<file path="config.mk">
export PLATFORM = sky130hd
export DESIGN_NAME = jogo_sequencia_param
export DESIGN_NICKNAME = d
export VERILOG_FILES = /design/src/rtl/jogo_pkg.sv /design/src/rtl/contador_param.sv /design/src/rtl/fluxo_dados_param.sv /design/src/rtl/unidade_controle_param.sv /design/src/rtl/jogo_sequencia_param.sv
export SDC_FILE = /design/constraint.sdc
export NUM_CORES = 1
export LEC_CHECK = 0
export ABC_AREA = 1
export BUFFER_PORTS_ARGS = -buffer_cell sky130_fd_sc_hd__buf_2
export CAP_MARGIN = 20
export CORE_MARGIN = 2
export CORE_UTILIZATION = 54
export DETAILED_ROUTE_END_ITERATION = 12
export MAX_ROUTING_LAYER = met4
export PLACE_DENSITY = 0.8
export SETUP_SLACK_MARGIN = 0.1
export SLEW_MARGIN = 0
export SYNTH_ARGS = -nofsm -noshare
export SYNTH_HDL_FRONTEND = slang
export SYNTH_SLANG_ARGS = --single-unit
</file>
<file path="constraint.sdc">
create_clock -name clock -period 1.8 [get_ports clock]
set_clock_uncertainty 0.05 [all_clocks]
set_input_delay 0.18 -clock clock [delete_from_list [all_inputs] [get_ports clock]]
set_output_delay 0.18 -clock clock [all_outputs]
set_load 0.02 [all_outputs]
</file>
<file path="src/rtl/jogo_pkg.sv">
// Shared definitions for the parametrised memory-sequence game.
package jogo_pkg;

    // State codes double as the db_estado display value.
    typedef enum logic [3:0] {
        StInicial      = 4'h0,
        StPreparacao   = 4'h1,
        StMostraLed    = 4'h2,
        StApagaLed     = 4'h3,
        StEsperaJogada = 4'h4,
        StRegistra     = 4'h5,
        StCompara      = 4'h6,
        StUltimaRodada = 4'h7,
        StFimAcerto    = 4'hC,
        StFimTimeout   = 4'hD,
        StFimErro      = 4'hE
    } estado_t;

    // x^8 + x^6 + x^5 + x^4 + 1 -> feedback from bits 7, 5, 4, 3.
    localparam int unsigned LfsrWidth = 8;
    localparam logic [LfsrWidth-1:0] LfsrTaps = 8'b1011_1000;

    // Index of the lowest set bit; 0 when nothing is set.
    function automatic logic [2:0] onehot_idx(input logic [7:0] v);
        logic [2:0] idx;
        idx = '0;
        for (int i = 7; i >= 0; i--) begin
            if (v[i]) idx = 3'(i);
        end
        return idx;
    endfunction

    function automatic logic [7:0] idx_onehot(input logic [2:0] idx);
        return 8'b0000_0001 << idx;
    endfunction

    function automatic logic is_onehot(input logic [7:0] v);
        return (v != '0) && ((v & (v - 8'd1)) == '0);
    endfunction

endpackage

</file>
<file path="src/rtl/contador_param.sv">
// Saturating up-counter with synchronous clear.
module contador_param #(
    parameter int unsigned Largura = 4,
    parameter int unsigned Maximo  = 15
) (
    input  logic               clock,
    input  logic               reset,
    input  logic               zera,
    input  logic               conta,
    output logic [Largura-1:0] q
);

    localparam logic [Largura-1:0] Fim = Largura'(Maximo);

    // Clear wins over count; hold at the terminal value instead of wrapping.
    always_ff @(posedge clock) begin
        if (reset || zera) begin
            q <= '0;
        end else if (conta && (q != Fim)) begin
            q <= q + 1'b1;
        end
    end

endmodule

</file>
<file path="src/rtl/fluxo_dados_param.sv">
// Game datapath: LFSR, sequence memory, counters, jogada capture and compare.
module fluxo_dados_param
    import jogo_pkg::*;
#(
    parameter int unsigned N_BOTOES       = 4,
    parameter int unsigned N_RODADAS      = 16,
    parameter int unsigned TIMEOUT_CICLOS = 3000,
    parameter int unsigned T_LED          = 1000,
    parameter logic [7:0]  SEMENTE        = 8'hA5
) (
    input  logic                clock,
    input  logic                reset,
    input  logic [N_BOTOES-1:0] botoes,
    input  logic                grava_mem,
    input  logic                zera_rodada,
    input  logic                conta_rodada,
    input  logic                zera_contagem,
    input  logic                conta_contagem,
    input  logic                zera_timer,
    input  logic                conta_timer,
    input  logic                zera_timeout,
    input  logic                conta_timeout,
    input  logic                grava_jogada,
    input  logic                mostra,
    output logic                jogada_edge,
    output logic                igual,
    output logic                contagem_eq_rodada,
    output logic                ultima_rodada,
    output logic                fim_prep,
    output logic                fim_led,
    output logic                fim_timeout,
    output logic [N_BOTOES-1:0] leds,
    output logic [3:0]          db_rodada,
    output logic [3:0]          db_contagem,
    output logic [3:0]          db_jogada,
    output logic [3:0]          db_memoria
);

    localparam int unsigned BitsBotao   = (N_BOTOES > 1) ? $clog2(N_BOTOES) : 1;
    localparam int unsigned BitsRodada  = $clog2(N_RODADAS);
    localparam int unsigned Profundidade = 1 << BitsRodada;
    // The LED timer also addresses memory while the sequence is generated.
    localparam int unsigned TimerMax    = (T_LED > N_RODADAS) ? T_LED : N_RODADAS;
    localparam int unsigned BitsTimer   = (TimerMax > 1) ? $clog2(TimerMax) : 1;
    localparam int unsigned BitsTimeout = (TIMEOUT_CICLOS > 1) ? $clog2(TIMEOUT_CICLOS) : 1;

    logic [LfsrWidth-1:0]   lfsr_q;
    logic                   botao_ant_q;
    logic [2:0]             jogada_idx_q;
    logic                   jogada_ok_q;
    logic [BitsBotao-1:0]   memoria_q [Profundidade];
    logic [BitsBotao-1:0]   elemento_atual;
    logic [BitsRodada-1:0]  rodada_q;
    logic [BitsRodada-1:0]  contagem_q;
    logic [BitsTimer-1:0]   timer_q;
    logic [BitsTimeout-1:0] timeout_q;

    // Free-running Fibonacci LFSR, reloaded with the seed on reset.
    always_ff @(posedge clock) begin
        if (reset) begin
            lfsr_q <= SEMENTE;
        end else begin
            lfsr_q <= {lfsr_q[LfsrWidth-2:0], ^(lfsr_q & LfsrTaps)};
        end
    end

    // Previous-cycle button OR for edge detect; jogada captured in the edge cycle
    // so a one-cycle press is not lost before the compare.
    always_ff @(posedge clock) begin
        if (reset) begin
            botao_ant_q  <= 1'b0;
            jogada_idx_q <= '0;
            jogada_ok_q  <= 1'b0;
        end else begin
            botao_ant_q <= |botoes;
            if (grava_jogada) begin
                jogada_idx_q <= onehot_idx(8'(botoes));
                jogada_ok_q  <= is_onehot(8'(botoes));
            end
        end
    end

    // Sequence memory, one element written per preparation cycle.
    always_ff @(posedge clock) begin
        if (reset) begin
            for (int i = 0; i < Profundidade; i++) memoria_q[i] <= '0;
        end else if (grava_mem) begin
            memoria_q[timer_q[BitsRodada-1:0]] <= lfsr_q[BitsBotao-1:0];
        end
    end

    contador_param #(.Largura(BitsRodada), .Maximo(N_RODADAS - 1)) u_rodada (
        .clock (clock),
        .reset (reset),
        .zera  (zera_rodada),
        .conta (conta_rodada),
        .q     (rodada_q)
    );

    contador_param #(.Largura(BitsRodada), .Maximo(N_RODADAS - 1)) u_contagem (
        .clock (clock),
        .reset (reset),
        .zera  (zera_contagem),
        .conta (conta_contagem),
        .q     (contagem_q)
    );

    contador_param #(.Largura(BitsTimer), .Maximo(TimerMax - 1)) u_timer (
        .clock (clock),
        .reset (reset),
        .zera  (zera_timer),
        .conta (conta_timer),
        .q     (timer_q)
    );

    contador_param #(.Largura(BitsTimeout), .Maximo(TIMEOUT_CICLOS - 1)) u_timeout (
        .clock (clock),
        .reset (reset),
        .zera  (zera_timeout),
        .conta (conta_timeout),
        .q     (timeout_q)
    );

    assign elemento_atual     = memoria_q[contagem_q];
    assign jogada_edge        = (|botoes) & ~botao_ant_q;
    assign igual              = jogada_ok_q && (jogada_idx_q == 3'(elemento_atual));
    assign contagem_eq_rodada = (contagem_q == rodada_q);
    assign ultima_rodada      = (rodada_q == BitsRodada'(N_RODADAS - 1));
    assign fim_prep           = (timer_q == BitsTimer'(N_RODADAS - 1));
    assign fim_led            = (timer_q == BitsTimer'(T_LED - 1));
    assign fim_timeout        = (timeout_q == BitsTimeout'(TIMEOUT_CICLOS - 1));
    assign leds               = mostra ? N_BOTOES'(idx_onehot(3'(elemento_atual))) : '0;
    assign db_rodada          = 4'(rodada_q);
    assign db_contagem        = 4'(contagem_q);
    assign db_jogada          = {1'b0, jogada_idx_q};
    assign db_memoria         = 4'(elemento_atual);

endmodule

</file>
<file path="src/rtl/unidade_controle_param.sv">
// Game control FSM: preparation, optional demonstration, play, and end states.
module unidade_controle_param
    import jogo_pkg::*;
(
    input  logic       clock,
    input  logic       reset,
    input  logic       iniciar,
    input  logic       modo,
    input  logic       jogada_edge,
    input  logic       igual,
    input  logic       contagem_eq_rodada,
    input  logic       ultima_rodada,
    input  logic       fim_prep,
    input  logic       fim_led,
    input  logic       fim_timeout,
    output logic       grava_mem,
    output logic       zera_rodada,
    output logic       conta_rodada,
    output logic       zera_contagem,
    output logic       conta_contagem,
    output logic       zera_timer,
    output logic       conta_timer,
    output logic       zera_timeout,
    output logic       conta_timeout,
    output logic       grava_jogada,
    output logic       mostra,
    output logic       pronto,
    output logic       ganhou,
    output logic       perdeu,
    output logic       timeout,
    output logic [3:0] db_estado
);

    estado_t estado_q, estado_d;
    logic    modo_q;
    logic    carrega_modo;

    // State register and the modo value latched when a game starts.
    always_ff @(posedge clock) begin
        if (reset) begin
            estado_q <= StInicial;
            modo_q   <= 1'b0;
        end else begin
            estado_q <= estado_d;
            if (carrega_modo) modo_q <= modo;
        end
    end

    // Next state and control strobes; timers are held clear unless in use.
    always_comb begin
        estado_d       = estado_q;
        carrega_modo   = 1'b0;
        grava_mem      = 1'b0;
        zera_rodada    = 1'b0;
        conta_rodada   = 1'b0;
        zera_contagem  = 1'b0;
        conta_contagem = 1'b0;
        zera_timer     = 1'b1;
        conta_timer    = 1'b0;
        zera_timeout   = 1'b1;
        conta_timeout  = 1'b0;
        grava_jogada   = 1'b0;
        mostra         = 1'b0;
        pronto         = 1'b0;
        ganhou         = 1'b0;
        perdeu         = 1'b0;
        timeout        = 1'b0;
        case (estado_q)
            StInicial: begin
                if (iniciar) begin
                    carrega_modo = 1'b1;
                    estado_d     = StPreparacao;
                end
            end
            StPreparacao: begin
                grava_mem     = 1'b1;
                zera_rodada   = 1'b1;
                zera_contagem = 1'b1;
                conta_timer   = 1'b1;
                zera_timer    = fim_prep;
                if (fim_prep) estado_d = modo_q ? StMostraLed : StEsperaJogada;
            end
            StMostraLed: begin
                mostra      = 1'b1;
                conta_timer = 1'b1;
                zera_timer  = fim_led;
                if (fim_led) estado_d = StApagaLed;
            end
            StApagaLed: begin
                conta_timer = 1'b1;
                zera_timer  = fim_led;
                if (fim_led) begin
                    if (contagem_eq_rodada) begin
                        zera_contagem = 1'b1;
                        estado_d      = StEsperaJogada;
                    end else begin
                        conta_contagem = 1'b1;
                        estado_d       = StMostraLed;
                    end
                end
            end
            StEsperaJogada: begin
                conta_timeout = 1'b1;
                zera_timeout  = jogada_edge;
                // A jogada on the expiry cycle takes precedence over the timeout.
                if (jogada_edge) begin
                    grava_jogada = 1'b1;
                    estado_d     = StRegistra;
                end else if (fim_timeout) begin
                    estado_d = StFimTimeout;
                end
            end
            StRegistra: begin
                estado_d = StCompara;
            end
            StCompara: begin
                if (!igual) begin
                    estado_d = StFimErro;
                end else if (!contagem_eq_rodada) begin
                    conta_contagem = 1'b1;
                    estado_d       = StEsperaJogada;
                end else begin
                    estado_d = StUltimaRodada;
                end
            end
            StUltimaRodada: begin
                if (ultima_rodada) begin
                    estado_d = StFimAcerto;
                end else begin
                    conta_rodada  = 1'b1;
                    zera_contagem = 1'b1;
                    estado_d      = modo_q ? StMostraLed : StEsperaJogada;
                end
            end
            StFimAcerto, StFimErro, StFimTimeout: begin
                pronto  = 1'b1;
                ganhou  = (estado_q == StFimAcerto);
                perdeu  = (estado_q != StFimAcerto);
                timeout = (estado_q == StFimTimeout);
                if (iniciar) begin
                    carrega_modo = 1'b1;
                    estado_d     = StPreparacao;
                end
            end
            default: begin
                estado_d = StInicial;
            end
        endcase
    end

    assign db_estado = estado_q;

endmodule

</file>
<file path="src/rtl/jogo_sequencia_param.sv">
// Parametrised memory-sequence game engine: control FSM plus datapath.
module jogo_sequencia_param #(
    parameter int unsigned N_BOTOES       = 4,
    parameter int unsigned N_RODADAS      = 16,
    parameter int unsigned TIMEOUT_CICLOS = 3000,
    parameter int unsigned T_LED          = 1000,
    parameter logic [7:0]  SEMENTE        = 8'hA5
) (
    input  logic                clock,
    input  logic                reset,
    input  logic                iniciar,
    input  logic                modo,
    input  logic [N_BOTOES-1:0] botoes,
    output logic [N_BOTOES-1:0] leds,
    output logic                pronto,
    output logic                ganhou,
    output logic                perdeu,
    output logic                timeout,
    output logic [3:0]          db_rodada,
    output logic [3:0]          db_contagem,
    output logic [3:0]          db_jogada,
    output logic [3:0]          db_memoria,
    output logic [3:0]          db_estado
);

    logic jogada_edge, igual, contagem_eq_rodada, ultima_rodada;
    logic fim_prep, fim_led, fim_timeout;
    logic grava_mem, zera_rodada, conta_rodada, zera_contagem, conta_contagem;
    logic zera_timer, conta_timer, zera_timeout, conta_timeout, grava_jogada, mostra;

    unidade_controle_param u_uc (
        .clock              (clock),
        .reset              (reset),
        .iniciar            (iniciar),
        .modo               (modo),
        .jogada_edge        (jogada_edge),
        .igual              (igual),
        .contagem_eq_rodada (contagem_eq_rodada),
        .ultima_rodada      (ultima_rodada),
        .fim_prep           (fim_prep),
        .fim_led            (fim_led),
        .fim_timeout        (fim_timeout),
        .grava_mem          (grava_mem),
        .zera_rodada        (zera_rodada),
        .conta_rodada       (conta_rodada),
        .zera_contagem      (zera_contagem),
        .conta_contagem     (conta_contagem),
        .zera_timer         (zera_timer),
        .conta_timer        (conta_timer),
        .zera_timeout       (zera_timeout),
        .conta_timeout      (conta_timeout),
        .grava_jogada       (grava_jogada),
        .mostra             (mostra),
        .pronto             (pronto),
        .ganhou             (ganhou),
        .perdeu             (perdeu),
        .timeout            (timeout),
        .db_estado          (db_estado)
    );

    fluxo_dados_param #(
        .N_BOTOES       (N_BOTOES),
        .N_RODADAS      (N_RODADAS),
        .TIMEOUT_CICLOS (TIMEOUT_CICLOS),
        .T_LED          (T_LED),
        .SEMENTE        (SEMENTE)
    ) u_fd (
        .clock              (clock),
        .reset              (reset),
        .botoes             (botoes),
        .grava_mem          (grava_mem),
        .zera_rodada        (zera_rodada),
        .conta_rodada       (conta_rodada),
        .zera_contagem      (zera_contagem),
        .conta_contagem     (conta_contagem),
        .zera_timer         (zera_timer),
        .conta_timer        (conta_timer),
        .zera_timeout       (zera_timeout),
        .conta_timeout      (conta_timeout),
        .grava_jogada       (grava_jogada),
        .mostra             (mostra),
        .jogada_edge        (jogada_edge),
        .igual              (igual),
        .contagem_eq_rodada (contagem_eq_rodada),
        .ultima_rodada      (ultima_rodada),
        .fim_prep           (fim_prep),
        .fim_led            (fim_led),
        .fim_timeout        (fim_timeout),
        .leds               (leds),
        .db_rodada          (db_rodada),
        .db_contagem        (db_contagem),
        .db_jogada          (db_jogada),
        .db_memoria         (db_memoria)
    );

endmodule

</file>
* Word level (Yosys, flattened, before mapping)
Memories as Yosys holds them, arrays and structs flattened. A register that Yosys moved wholly into a read port is not among the register bits.
Index checks and enable logic that the tools add are counted.
Widths: inputs -> output; s select.
** Operators by class
- Bitwise logic cells :: 3
- Shifts and indexed selects :: 1
- Reduce and logical (&&, ||, !) cells :: 21
- Multiplexer cells :: 50
- Equal/unequal tests :: 26
- $add $sub $neg :: 5
** Operator list (number)
- $mux 4 :: 12
- $pmux 4 s8 :: 1
- $mux 1 :: 26
- $eq 4x3->1 const B :: 4
- $eq 4x4->1 const B :: 4
- $add 12x1->12 const B :: 1
- $eq 12x12->1 const B :: 1
- $mux 2 :: 6
- $ne 12x12->1 const B :: 1
- $ne 4x4->1 const B :: 3
- $add 10x1->10 const B :: 1
- $eq 10x10->1 const B :: 1
- $eq 10x4->1 const B :: 1
- $ne 10x10->1 const B :: 1
- $add 4x1->4 const B :: 2
- $and 4x8->8 :: 1
- $eq 4x2->1 const B :: 2
- $logic_not 8->1 :: 1
- $reduce_or 4->1 :: 2
- $reduce_xor 8->1 :: 1
- $logic_and 1x1->1 :: 6
- $mux 3 :: 2
- $ne 2x2->1 const B :: 3
- $reduce_or 3->1 :: 2
- other kinds (16) :: 21
** Storage, ports and cells
- Input port bits :: 8
- Memories kept :: 1
- RAM bits :: 32
- Register bits after elaboration :: 48
** Memory list
- u_fd.memoria_q :: depth 16, bits a word 2, rd ports 1, clocked after Yosys merged registers in 1, wr ports 16, line fluxo_dados_param.sv:51 : logic [BitsBotao-1:0] memoria_q [Profundidade];

* Depth between registers and ports, before layout
- Depth after elaboration :: 7
- Gate-level depth with buffers :: 16

* Cells and area by module
A second synthesis with hierarchy kept.
** Unflattened totals
- Cell total of the unflattened synthesis :: 671
- Area, all modules :: 4749.6 µm²
** Modules (own cells, without submodules)
- fluxo_dados_param :: area each 2404.8 µm², cells an instance 304, instances 1
- contador_param at u_fd.u_timeout :: area each 743.2 µm², cells an instance 113, instances 1
- contador_param at u_fd.u_timer :: area each 608.1 µm², cells an instance 90, instances 1
- unidade_controle_param :: area each 555.5 µm², cells an instance 102, instances 1
- contador_param at u_fd.u_contagem ... :: area each 219.0 µm², cells an instance 31, instances 2

* Worst setup path before layout
OpenSTA, ideal clock, no wires.
- Path kind :: register to register
- Start :: register u_uc.estado_q[0] (netlist: u_uc.db_estado[0])
- End :: register u_fd.u_timer.q[9]
- Path buffers :: 1
- Stages on the path, launching flop included :: 13
- Setup time :: 116 ps
- Clock period less this slack :: 1775 ps
- Path slack :: 25 ps
- Arrival :: 1609 ps
- Cell sequence :: dfxtp_1 > buf_2 > nor2_2 > nor2_1 > nand2_2 > nor2_4 > nand3_2 > nor2_2 > nand2_1 > nor2_2 > nand3_1 > nand2_1 > a21oi_1
** On the way
- Cells in the longest elaborated chain, start to end :: 4
** RTL lines
- start, declared :: line unidade_controle_param.sv:34 : estado_t estado_q, estado_d;
- start signal, assigned :: line unidade_controle_param.sv:41 : estado_q <= StInicial;
- start signal, assigned :: line unidade_controle_param.sv:44 : estado_q <= estado_d;
- $eq 4x2->1 or $eq 4x1->1 (tied branches) :: line unidade_controle_param.sv:68 : case (estado_q)
- $reduce_or 2->1 (no line) or $reduce_or 3->1 (tied branches)
- $pmux 1 s2 or $mux 1 (tied branches) :: line unidade_controle_param.sv:68
- $logic_or 1x1->1 or $logic_and 1x1->1 (tied branches) :: line contador_param.sv:17, contador_param.sv:19
- end signal, assigned :: line contador_param.sv:20 : q <= q + 1'b1;
- end, declared :: line contador_param.sv:10 : output logic [Largura-1:0] q
Several ways; a longest one is shown, not always the timed one.
A chain may end at the register's enable or synchronous reset.

==> impl_metrics.json <==
{
  "final_core_util_pct": 74.0,
  "wirelength_um": 13500,
  "grt_overflow": 0,
  "ys.flop_type": "dfxtp_1",
  "grt_pass1_wl_um": 18400,
  "synthDistinctLibCells": 44,
  "synth_area_um2": 4440,
  "clkSlewWorstSetupHoldPaths_ns": 0.09,
  "crit_path_end": "leds[3]",
  "postSynthCellCount": 587,
  "peakVddDrop_v": 0.000485,
  "globalplace.congestion": 0.925,
  "netlist_top_cells_area": "dfxtp_1, edfxtp_1, nand2_1",
  "finalCriticalPeriod_ns": 2.14,
  "switching_share_pct": 36.3,
  "avgSynthCellArea_um2": 7.56,
  "ys_async_sr_fraction_pct": 0,
  "power.leakage_nw": 2.44,
  "first_pass_iters": 6,
  "synth.most_common_cell": "nand2_1",
  "ys_seq_area_share_pct": 44.6,
  "diodes": 0,
  "clock-root-buffer": "clkbuf_8",
  "grtUsageTotal_pct": 27.5,
  "power_frac_seq_pct": 43.9,
  "drc": 0,
  "clk-insertion-delay-late_ns": 0.36,
  "htreeDepth": 3,
  "cts.sinks": 83,
  "start_kind": "flip-flop",
  "tightest_slew_ns": 0.693,
  "initialDrtViolationCount": 453,
  "dp_cells": 748,
  "violations": "setup timing",
  "antenna_found_initial": 0,
  "nets": 694,
  "required_ns": 1.57,
  "wl_per_cell_um": 17.2,
  "synth_commonest_cells": "nand2_1, nor2_1, inv_1, dfxtp_1, a21oi_1",
  "rsz0062_at_grt": "true",
  "critPathMaxFanout": 8,
  "synth_warnings": 0,
  "grt_max_degree": 19,
  "arrival_ns": 1.91,
  "port_buffers": 31,
  "ant_nets": 0,
  "initial_core_util_pct": 54.9,
  "place_hpwl_um": 7520,
  "fmax_ghz": 0.467,
  "fp.dieW_um": 94.7,
  "io_pins": 36,
  "min_path_type": "input pin to flip-flop",
  "grt_pass1_vias": 4032,
  "min_period_over_period_pct": 119,
  "final-setup-viol-count": 25,
  "p_switching_mw": 1.77,
  "layout-drive-gt1-share_pct": 40.0,
  "die_area_um2": 8960,
  "holdBufCountCts": 0,
  "slew_viol_final": 0,
  "clockPowerShare_pct": 24.6,
  "worstSetupPathType": "flip-flop to output port",
  "numCtsBuffers": 9,
  "cp-end-kind": "output port",
  "synth-edff-count": 32,
  "setup_slack_ns": -0.340,
  "reg2reg_to": "u_fd.u_contagem.q[0]$_SDFFE_PP0N_",
  "viasPerCell": 5.72,
  "hold_viol_final": 0,
  "pre_cts_ws_ns": -0.0534,
  "powerDensity_nw_per_um2": 815,
  "synth_top_area_share_pct": 23.0,
  "fp.dieH_um": 94.7,
  "slew_headroom_pct": 53.5,
  "vias": 4504,
  "layout-area-overhead-vs-synth_pct": 34.9,
  "ff2ff_setup_slack_ns": -0.31,
  "synth-seq-cells": 83,
  "internal_power_mw": 3.10,
  "cts_tree": "done",
  "power_frac_comb_pct": 31.5,
  "tns_ns": -5.05,
  "coreArea_um2": 8090,
  "cts_max_path_buffers": 2,
  "status": "finished, violations left",
  "rows": 33,
  "max-cap-violations": 0,
  "instances_no_fill": 788,
  "synth_area_leader_cell": "dfxtp_1",
  "r2r_cells": 15
}
metal layers:
layer | GRT usage [%] | part of all wire [%] | vias to the layer above
met3 | 6.23 | 7.8 | 74
met4 | 11.1 | 4.8 | 0
met5 | - | 0 | -
li1 | - | - | 2056
met2 | 46.0 | 51 | 271
met1 | 32.0 | 36 | 2103
flip-flops by register name, summed over array words and instances (netlist names), named ones only:
name               cells
u_fd.memoria_q        32
u_fd.u_timeout.q      12
u_fd.u_timer.q        10
u_fd.lfsr_q            8
u_fd.u_contagem.q      4
u_fd.u_rodada.q        4
u_uc.db_estado         4
u_fd.jogada_idx_q      2
u_fd.botao_ant_q       1
u_fd.jogada_ok_q       1
u_uc.modo_q            1
through the flow:
stage	cell area [µm²]	hold slack [ns]	total power [mW]
after floorplan	4460	0.260	2.84
after global placement	4940	0.342	3.13
after detailed placement	4940	0.358	3.16
after CTS	5490	0.0229	4.44
after global routing	5990	0.0510	5.06
final	5990	0.0290	4.88
final cells by class:
class	count	area [µm²]
clock inverters	6	43.8
fillers	477	2110
repair buffers	91	712
well taps	105	131
inverters	82	343
multi-input cells	411	2610
repair inverters	1	8.76
clock buffers	9	124
flip-flops and latches	83	2020
power by group through the flow:
stage	combinational, mW	clock [mW]	sequential, mW
after floorplan	0.674	0	2.16
after global placement	0.975	0	2.15
after detailed placement	0.998	0	2.16
after CTS	1.12	1.20	2.13
after global routing	1.64	1.27	2.15
final	1.54	1.20	2.14
cells in the final DEF (no fill, tap or decap), types with 17 or more instances in the layout:
cell / instances
buf_4: 49
nor2_4: 21
edfxtp_1: 32
buf_2: 26
inv_1: 55
nor2_1: 75
nand2_2: 22
nand2_1: 100
nand3_1: 17
a21oi_1: 23
dfxtp_1: 35
kinds of logic (layout without fill, tap and decap cells):
logic type | count (synthesis) | in the layout | synth area share, %
other | 1 | 4 | 0.0845
AND/OR/NAND/NOR | 321 | 321 | 33.7
XOR/XNOR | 11 | 11 | 2.17
AO/OA/AOI/OAI | 68 | 68 | 8.31
flip-flops | 83 | 83 | 44.6
buffers and inverters | 96 | 189 | 9.13
adder cells (fa/ha/maj) | 7 | 7 | 1.97
worst max-delay path, cell delays in order, from the launching register on:
cell and delay [ns]:
dfxtp_4 0.40, buf_12 0.15, inv_12 0.07, nor2_4 0.04
nor2_2 0.10, o21ai_1 0.07, nand3_1 0.14, nand3_2 0.13
nand2_4 0.09, buf_6 0.11, inv_4 0.04, nor2_4 0.09
buf_6 0.12
what timing repair did:
action                                  CTS  global route
gates resized for setup                  64           128
gates cloned                              3             0
buffers inserted                         14             9
endpoints found under the setup margin   60            74
pin swaps                                17            47
how the worst min path moves through the flow:
stage / from / cells past startpoint / end / slack, ns
after floorplan: botoes[1] / 2 / u_fd.botao_ant_q$_SDFF_PP0_ / 0.26
after global placement: u_fd.lfsr_q[6]$_SDFF_PP0_ / 1 / u_fd.lfsr_q[7]$_SDFF_PP1_ / 0.34
after detailed placement: u_fd.lfsr_q[6]$_SDFF_PP0_ / 1 / u_fd.lfsr_q[7]$_SDFF_PP1_ / 0.36
after CTS: modo / 3 / u_uc.modo_q$_SDFFE_PP0P_ / 0.02
after global routing: modo / 3 / u_uc.modo_q$_SDFFE_PP0P_ / 0.05
final: modo / 3 / u_uc.modo_q$_SDFFE_PP0P_ / 0.03
Power figures use the tool's default switching activity.
